<file path="src/rtl/mem_arb_pkg.sv">
// mem_arb_pkg
// Shared definitions for the instruction-fetch / load-store memory arbiter.
//   arb_state_t           : arbiter FSM states (IDLE, BUSY_IF, BUSY_LS)
//   DEFAULT_STARVE_LIMIT  : default cap on consecutive load/store grants
//                           issued while a fetch is left waiting
package mem_arb_pkg;

    typedef enum logic [1:0] {
        IDLE    = 2'd0,
        BUSY_IF = 2'd1,
        BUSY_LS = 2'd2
    } arb_state_t;

    localparam int DEFAULT_STARVE_LIMIT = 4;

endpackage

</file>
<file path="src/rtl/mem_arbiter.sv">
// mem_arbiter
// Arbitrates an instruction-fetch port and a load/store port onto one
// single-port memory. One transaction is in flight at a time.
//
// Ports:
//   clk, rst                  clock, synchronous active-low reset
//   if_req/if_addr            fetch request (held until if_gnt)
//   if_gnt/if_rvalid/if_rdata fetch accept, one-cycle data pulse, data
//   ls_req/ls_we/ls_addr/
//   ls_wdata/ls_be            load/store request (held until ls_gnt)
//   ls_gnt/ls_rvalid/ls_rdata load/store accept, completion pulse, load data
//   mem_req/mem_we/mem_addr/
//   mem_wdata/mem_be          memory request bundle, held while busy
//   mem_ready/mem_rdata       memory completion and read data
module mem_arbiter
    import mem_arb_pkg::*;
#(
    parameter int STARVE_LIMIT = DEFAULT_STARVE_LIMIT
) (
    input  logic        clk,
    input  logic        rst,

    input  logic        if_req,
    input  logic [31:0] if_addr,
    output logic        if_gnt,
    output logic        if_rvalid,
    output logic [31:0] if_rdata,

    input  logic        ls_req,
    input  logic        ls_we,
    input  logic [31:0] ls_addr,
    input  logic [31:0] ls_wdata,
    input  logic [3:0]  ls_be,
    output logic        ls_gnt,
    output logic        ls_rvalid,
    output logic [31:0] ls_rdata,

    output logic        mem_req,
    output logic        mem_we,
    output logic [31:0] mem_addr,
    output logic [31:0] mem_wdata,
    output logic [3:0]  mem_be,
    input  logic        mem_ready,
    input  logic [31:0] mem_rdata
);

    localparam int CNT_W = (STARVE_LIMIT < 1) ? 1 : $clog2(STARVE_LIMIT + 1);
    localparam logic [CNT_W-1:0] STARVE_MAX = CNT_W'(STARVE_LIMIT);

    arb_state_t        state_q, state_d;
    logic [CNT_W-1:0]  starve_q, starve_d;
    logic              we_q, we_d;
    logic [31:0]       addr_q, addr_d;
    logic [31:0]       wdata_q, wdata_d;
    logic [3:0]        be_q, be_d;
    logic              if_rvalid_q, if_rvalid_d;
    logic              ls_rvalid_q, ls_rvalid_d;
    logic [31:0]       if_rdata_q, if_rdata_d;
    logic [31:0]       ls_rdata_q, ls_rdata_d;
    logic              fetch_wins;

    // Memory is word addressed; the byte offset bits are dropped on purpose.
    logic unused_addr_bits;
    assign unused_addr_bits = ^{if_addr[1:0], ls_addr[1:0]};

    // Load/store normally wins; a waiting fetch takes over once it has been
    // passed over STARVE_LIMIT times in a row.
    assign fetch_wins = if_req && (!ls_req || (starve_q == STARVE_MAX));

    // Next-state, grant and capture logic. Grants are combinational and only
    // possible from IDLE; the accepted request is latched so the memory
    // bundle stays stable however long the memory stalls.
    always_comb begin
        state_d     = state_q;
        starve_d    = starve_q;
        we_d        = we_q;
        addr_d      = addr_q;
        wdata_d     = wdata_q;
        be_d        = be_q;
        if_rvalid_d = 1'b0;
        ls_rvalid_d = 1'b0;
        if_rdata_d  = if_rdata_q;
        ls_rdata_d  = ls_rdata_q;
        if_gnt      = 1'b0;
        ls_gnt      = 1'b0;

        case (state_q)
            IDLE: begin
                if (fetch_wins) begin
                    if_gnt   = 1'b1;
                    addr_d   = {if_addr[31:2], 2'b00};
                    we_d     = 1'b0;
                    wdata_d  = 32'h0;
                    be_d     = 4'b1111;
                    starve_d = '0;
                    state_d  = BUSY_IF;
                end else if (ls_req) begin
                    ls_gnt  = 1'b1;
                    addr_d  = {ls_addr[31:2], 2'b00};
                    we_d    = ls_we;
                    wdata_d = ls_wdata;
                    be_d    = ls_be;
                    // Only count grants that actually made a fetch wait.
                    if (if_req && (starve_q != STARVE_MAX)) begin
                        starve_d = starve_q + CNT_W'(1);
                    end
                    state_d = BUSY_LS;
                end
            end
            BUSY_IF: begin
                if (mem_ready) begin
                    if_rdata_d  = mem_rdata;
                    if_rvalid_d = 1'b1;
                    state_d     = IDLE;
                end
            end
            BUSY_LS: begin
                if (mem_ready) begin
                    // Stores complete with a pulse but leave ls_rdata alone.
                    if (!we_q) begin
                        ls_rdata_d = mem_rdata;
                    end
                    ls_rvalid_d = 1'b1;
                    state_d     = IDLE;
                end
            end
            default: state_d = IDLE;
        endcase
    end

    // State register. Reset drops any in-flight transaction, so a pending
    // completion can never turn into an rvalid afterwards.
    always_ff @(posedge clk) begin
        if (!rst) begin
            state_q     <= IDLE;
            starve_q    <= '0;
            we_q        <= 1'b0;
            addr_q      <= 32'h0;
            wdata_q     <= 32'h0;
            be_q        <= 4'b0000;
            if_rvalid_q <= 1'b0;
            ls_rvalid_q <= 1'b0;
            if_rdata_q  <= 32'h0;
            ls_rdata_q  <= 32'h0;
        end else begin
            state_q     <= state_d;
            starve_q    <= starve_d;
            we_q        <= we_d;
            addr_q      <= addr_d;
            wdata_q     <= wdata_d;
            be_q        <= be_d;
            if_rvalid_q <= if_rvalid_d;
            ls_rvalid_q <= ls_rvalid_d;
            if_rdata_q  <= if_rdata_d;
            ls_rdata_q  <= ls_rdata_d;
        end
    end

    assign mem_req   = (state_q != IDLE);
    assign mem_we    = we_q;
    assign mem_addr  = addr_q;
    assign mem_wdata = wdata_q;
    assign mem_be    = be_q;

    assign if_rvalid = if_rvalid_q;
    assign if_rdata  = if_rdata_q;
    assign ls_rvalid = ls_rvalid_q;
    assign ls_rdata  = ls_rdata_q;

endmodule

</file>
<file path="config.mk">
export PLATFORM = sky130hd
export DESIGN_NAME = mem_arbiter
export DESIGN_NICKNAME = d
export VERILOG_FILES = /design/src/rtl/mem_arb_pkg.sv /design/src/rtl/mem_arbiter.sv
export SDC_FILE = /design/constraint.sdc
export NUM_CORES = 1
export LEC_CHECK = 0
export BUFFER_PORTS_ARGS = -buffer_cell sky130_fd_sc_hd__buf_2
export CAP_MARGIN = 0
export CORE_MARGIN = 8
export CORE_UTILIZATION = 37
export CTS_CLUSTER_DIAMETER = 40
export DETAILED_ROUTE_END_ITERATION = 10
export GPL_ROUTABILITY_DRIVEN = 0
export PLACE_DENSITY = 0.7
export SLEW_MARGIN = 20
export SYNTH_ARGS = -nofsm -noshare
export SYNTH_HDL_FRONTEND = slang
export SYNTH_SLANG_ARGS = --single-unit
</file>
<file path="constraint.sdc">
create_clock -name clk -period 1.6 [get_ports clk]
set_input_delay 0.48 -clock clk [delete_from_list [all_inputs] [get_ports clk]]
set_output_delay 0.48 -clock clk [all_outputs]
set_load 0.005 [all_outputs]
</file>
## Yosys cells after proc, flatten, opt, wreduce, memory -nomap -nowiden

Index checks and enable logic that the tools add are counted.

- Word-level logic and storage cells: 55
- Bits of input ports: 138
- Register bits: 140
- Output and inout port bits: 138

- Muxes and demuxes: 21
- Reductions and logical operators: 16
- Bitwise operators: 1
- Eq/ne operators: 6
- $add $sub $neg: 1

Operators with widths:

| cell | count |
|---|---|
| 32-bit two-way mux | 4 |
| 2-bit AND reduction | 5 |
| 3-bit two-way mux | 3 |
| 1-bit two-way mux | 8 |
| 4-bit two-way mux | 2 |
| 2-bit two-way mux | 3 |
| 3-bit inequality test, second input constant | 2 |
| 3-bit AND reduction | 2 |
| 2-bit nonzero test | 3 |
| 2-bit one-hot mux with 2 select lines | 1 |
| 3-bit by 1-bit adder with 3-bit output, second input constant | 1 |
| 3-bit == test, second input constant | 1 |
| 2-bit by 1-bit == test with 1-bit output, second input constant | 1 |
| 2-bit == test, second input constant | 1 |
| 1-bit logical AND | 2 |
| 2-bit zero test | 1 |
| 2-bit by 1-bit inequality test with 1-bit output, second input constant | 1 |
| 2-bit OR reduction | 1 |
| 1-bit zero test | 1 |
| 1-bit logical OR | 1 |
| 1-bit inverter | 1 |

## Longest topological paths before layout

- Word-level depth: 5
- Depth in mapped cells: 8
- Gate-level depth less buffers: 5

## Worst setup path after synthesis

OpenSTA, ideal clock, no wires.

- Kind: register to output
- Start: register state_q[0]
- End: output ls_gnt
- Arrival time: 1.168 ns
- Path buffers: 2
- Stages on the path, launching flop included: 8
- Required time: 1.120 ns
- Setup slack: -0.048 ns
- Path through: dfxtp_1 inv_1 ha_1 buf_2 and2_1 buf_2 nand2_1 inv_1

- Longest elaborated chain between the ends: 2

RTL lines:

| item | line | text |
|---|---|---|
| from (decl) | mem_arbiter.sv:50 | `arb_state_t state_q, state_d;` |
| from (signal assigned) | mem_arbiter.sv:146 | `state_q <= state_d;` |
| 2-bit zero test | mem_arbiter.sv:87 | `case (state_q)` |
| 1-bit two-way mux | mem_arbiter.sv:87 |  |
| to (decl) | mem_arbiter.sv:34 | `output logic ls_gnt,` |

Every way passes these cells.

## Worst setup path in the final report

- Start: register starve_q[1]
- End: output ls_gnt

- Longest elaborated chain between the ends: 5

RTL lines:

| item | line | text |
|---|---|---|
| from (decl) | mem_arbiter.sv:51 | `logic [CNT_W-1:0] starve_q, starve_d;` |
| from (signal assigned) | mem_arbiter.sv:147 | `starve_q <= starve_d;` |
| 3-bit == test | mem_arbiter.sv:68 | `assign fetch_wins = if_req && (!ls_req \|\| (starve_q == STARVE_MAX));` |
| 1-bit logical OR | mem_arbiter.sv:68 |  |
| 1-bit logical AND | mem_arbiter.sv:68 |  |
| 1-bit two-way mux | mem_arbiter.sv:89 | `if (fetch_wins) begin` |
| 1-bit two-way mux | mem_arbiter.sv:87 |  |

Every way passes these cells.

==> results.py <==
metrics = {
    "run_status": {
        "status": "complete, but fails checks",
        "violations": "setup timing",
    },
    "worst_setup_path": {
        "critPathSlowestCell": "dfxtp_2",
        "path_max_fanout": 4,
        "critical_path_class": "flip-flop to primary output",
        "r2r-start": "state_q[0]",
        "critical_path_arrival_ns": 1.33,
        "rr_worst_depth": 8,
        "r2r_slack_ns": 0.02,
        "critPathCaptureType": "primary output",
        "crit_start": "starve_q[1]",
        "slowest_delay_ns": 0.33,
        "reg2reg_to": "mem_addr[31]",
        "start_kind": "flip-flop",
        "critPathRequiredTime_ns": 1.12,
        "crit_top_cell": "inv_2",
        "cp_cell_sequence": "inv_2 > ha_4 > nand3_4 > nand2_4 > inv_2 > buf_6",
    },
    "sta": {
        "drv_slew": 0,
        "layout_min_cycle_time_ns": 1.81,
        "setup_tns_ns": -0.564,
        "worst_slack_ns": -0.210,
        "max_clock_freq_mhz": 553,
        "setup_viol": 3,
        "fin_skew_ns": 0.00858,
        "worst_hold_slack_ns": 0.311,
        "hold_violations": 0,
        "rsz0062_at_grt": "yes",
        "post-route-period-util_pct": 113,
    },
    "placed_design": {
        "portBuffers": 269,
        "dp_hpwl_um": 12800,
        "numPlacedInstances": 1047,
    },
    "yosys": {
        "synthTopCellsByCount": "138 x dfxtp_1, 133 x nand2_1, 58 x o21ai_0",
        "synth_flop_cell": "dfxtp_1",
        "synth_fa_ha_area_share_pct": 1.14,
        "synth_compound_area_share_pct": 28.5,
        "ys_types": 35,
        "syn_area_per_cell_um2": 8.75,
        "synthTopCellsByArea": "dfxtp_1 50%, nand2_1 9.1%, a21boi_0 7.5%",
        "netlist.area_leader.share_pct": 50.3,
        "yosys_warnings": 0,
        "synthesis.area_um2": 5490,
        "synth-simple-area-share_pct": 14.7,
        "ys_seq_elements": 138,
        "synth-edff-count": 0,
        "synth_most_common_cell": "dfxtp_1",
        "synth-xor-area-share_pct": 0,
        "synthCells": 628,
        "synth_top_family_by_area": "compound AO/OA/AOI/OAI gates",
        "async_flop_share_pct": 0,
        "synth_mux_area_share_pct": 0,
        "synth_top_cell_by_area": "dfxtp_1",
        "yosysSeqAreaShare_pct": 50.3,
    },
    "power_and_ir_drop": {
        "max-vdd-ir-drop_v": 0.000661,
        "pwr-share-seq_pct": 38.3,
        "p_per_area_nw_per_um2": 1230,
        "sw_frac_of_total_pct": 23.9,
        "internal_power_mw": 7.55,
        "combinationalPowerShare_pct": 15.0,
        "p_leak_nw": 3.60,
        "total_power_mw": 9.92,
        "p_clk_share_pct": 46.7,
        "p_sw_mw": 2.37,
    },
    "clocking": {
        "cts_made_buffers": 17,
        "clock_latency_ns": 0.41,
        "cts_hold_buf": 0,
        "h-tree-depth": 4,
        "path_clk_slew_ns": 0.06,
        "cts_sinks": 138,
        "cts_tree": "done",
        "clock_path_buffers": 2,
        "cts.root.buffer_cell": "clkbuf_16",
    },
    "final_layout": {
        "drive_gt1_share_pct": 40.2,
        "final_cells": 1088,
        "area_growth_pct": 46.5,
        "nNetsFinal": 1035,
    },
    "floorplanning": {
        "num_rows": 44,
        "ios": 276,
        "core-area_um2": 14500,
        "die-area_um2": 19000,
        "initial_utilization_pct": 37.8,
        "die_h_um": 138,
        "fp.dieW_um": 138,
    },
    "drt": {
        "drt_iter0_markers": 329,
        "num_vias": 5575,
        "drc": 0,
        "drt_wl_total_um": 18900,
        "viasPerCell": 5.12,
        "firstDrtPassIters": 5,
        "wl_per_cell_um": 17.4,
        "ant_nets": 0,
    },
    "global_route": {
        "grt_pass1_vias": 5519,
        "grt_first_pass_wirelength_um": 28100,
        "grt_remaining_overflow": 0,
        "grt_max_degree": 80,
        "grt_usage_pct": 18.7,
        "antenna_found_initial": 0,
    },
    "min_path": {
        "hold_path_depth": 3,
        "min_to": "ls_rdata[9]",
        "hp-start": "mem_rdata[9]",
        "hold_path.class": "primary input to flip-flop",
    },
    "run": {
        "max-cap-violations": 0,
    },
}
-- how the worst max path moves through the flow --
stage,end,slack [ns],cells after the start
2_1_floorplan,ls_gnt,0.007,7
3_3_place_gp,ls_gnt,0.02,5
3_5_place_dp,starve_q[2],0.02,7
4_1_cts,if_gnt,-0.23,6
5_1_grt,if_gnt,-0.28,6
6_report,ls_gnt,-0.21,6
-- worst max-delay path: cells and delay by family (launching register included) --
kind	cells	cell delay, ns
buffers and inverters	3	0.21
flip-flops	1	0.33
adder cells (fa/ha/maj)	1	0.18
AND/OR/NAND/NOR	2	0.20
-- layout by cell type (no fill, tap or decap), types with 5 or more instances in the layout --
cell type	instances
o21ai_1	5
a21boi_0	33
buf_4	21
bufinv_16	7
a32oi_1	33
nor2b_1	34
clkbuf_16	19
o21ai_0	58
a21boi_1	34
nand2_1	127
a21oi_1	31
inv_2	5
dfxtp_1	135
buf_2	268
a31oi_1	30
buf_12	10
-- flip-flops by register name, summed over array words and instances, names as in the netlist, 2 cells and up --
name,count
if_rdata,32
ls_rdata,32
mem_addr,30
mem_be,4
mem_wdata,32
starve_q,3
state_q,2
-- through the flow --
stage          util [%]  instance area [µm²]  worst slack [ns]
2_1_floorplan         -                 5510           0.00650
3_3_place_gp       49.1                 7140            0.0237
3_5_place_dp       49.1                 7140            0.0176
4_1_cts            54.9                 7980            -0.233
5_1_grt            55.4                 8050            -0.283
6_report           55.4                 8050            -0.210
-- layer usage --
layer	vias to the layer above	wire, µm	part of all wire (%)	track usage (%)
li1	2725	-	-	-
met1	2579	7640	40	21.3
met2	250	8930	47	31.0
met3	21	2080	11	7.61
met4	0	268	1.4	6.45
met5	-	0	0	0
-- power groups by stage --
stage | clock, mW | combinational (mW) | sequential (mW)
finish | 4.63 | 1.49 | 3.80
CTS | 4.72 | 1.47 | 3.80
global placement | 0 | 1.37 | 3.86
global route | 4.89 | 1.65 | 3.82
detailed placement | 0 | 1.39 | 3.86
floorplan | 0 | 0.673 | 3.88
-- logic make-up (layout without fill, tap and decap cells) --
| logic type | Yosys count | after routing |
|---|---|---|
| AND/OR/NAND/NOR | 181 | 181 |
| adder cells (fa/ha/maj) | 5 | 5 |
| other | 1 | 3 |
| buffers and inverters | 68 | 342 |
| flip-flops | 138 | 138 |
| AO/OA/AOI/OAI | 235 | 235 |
-- area by class of cell --
type,instances,area (µm²)
clock buffer,19,453
inverter,7,26.3
sequential,138,2770
fill,1346,6480
multi-input combinational,423,2540
timing repair buffer,305,1790
tap,184,230
antenna,1,2.50
clock inverter,11,241
-- timing repair --
item	in CTS	in global routing
pin swaps	22	6
gates cloned	0	2
setup buffers	10	2
resized for setup	45	7
endpoints found under the setup margin	4	67
No activity file was read; power rests on OpenSTA's default activity.
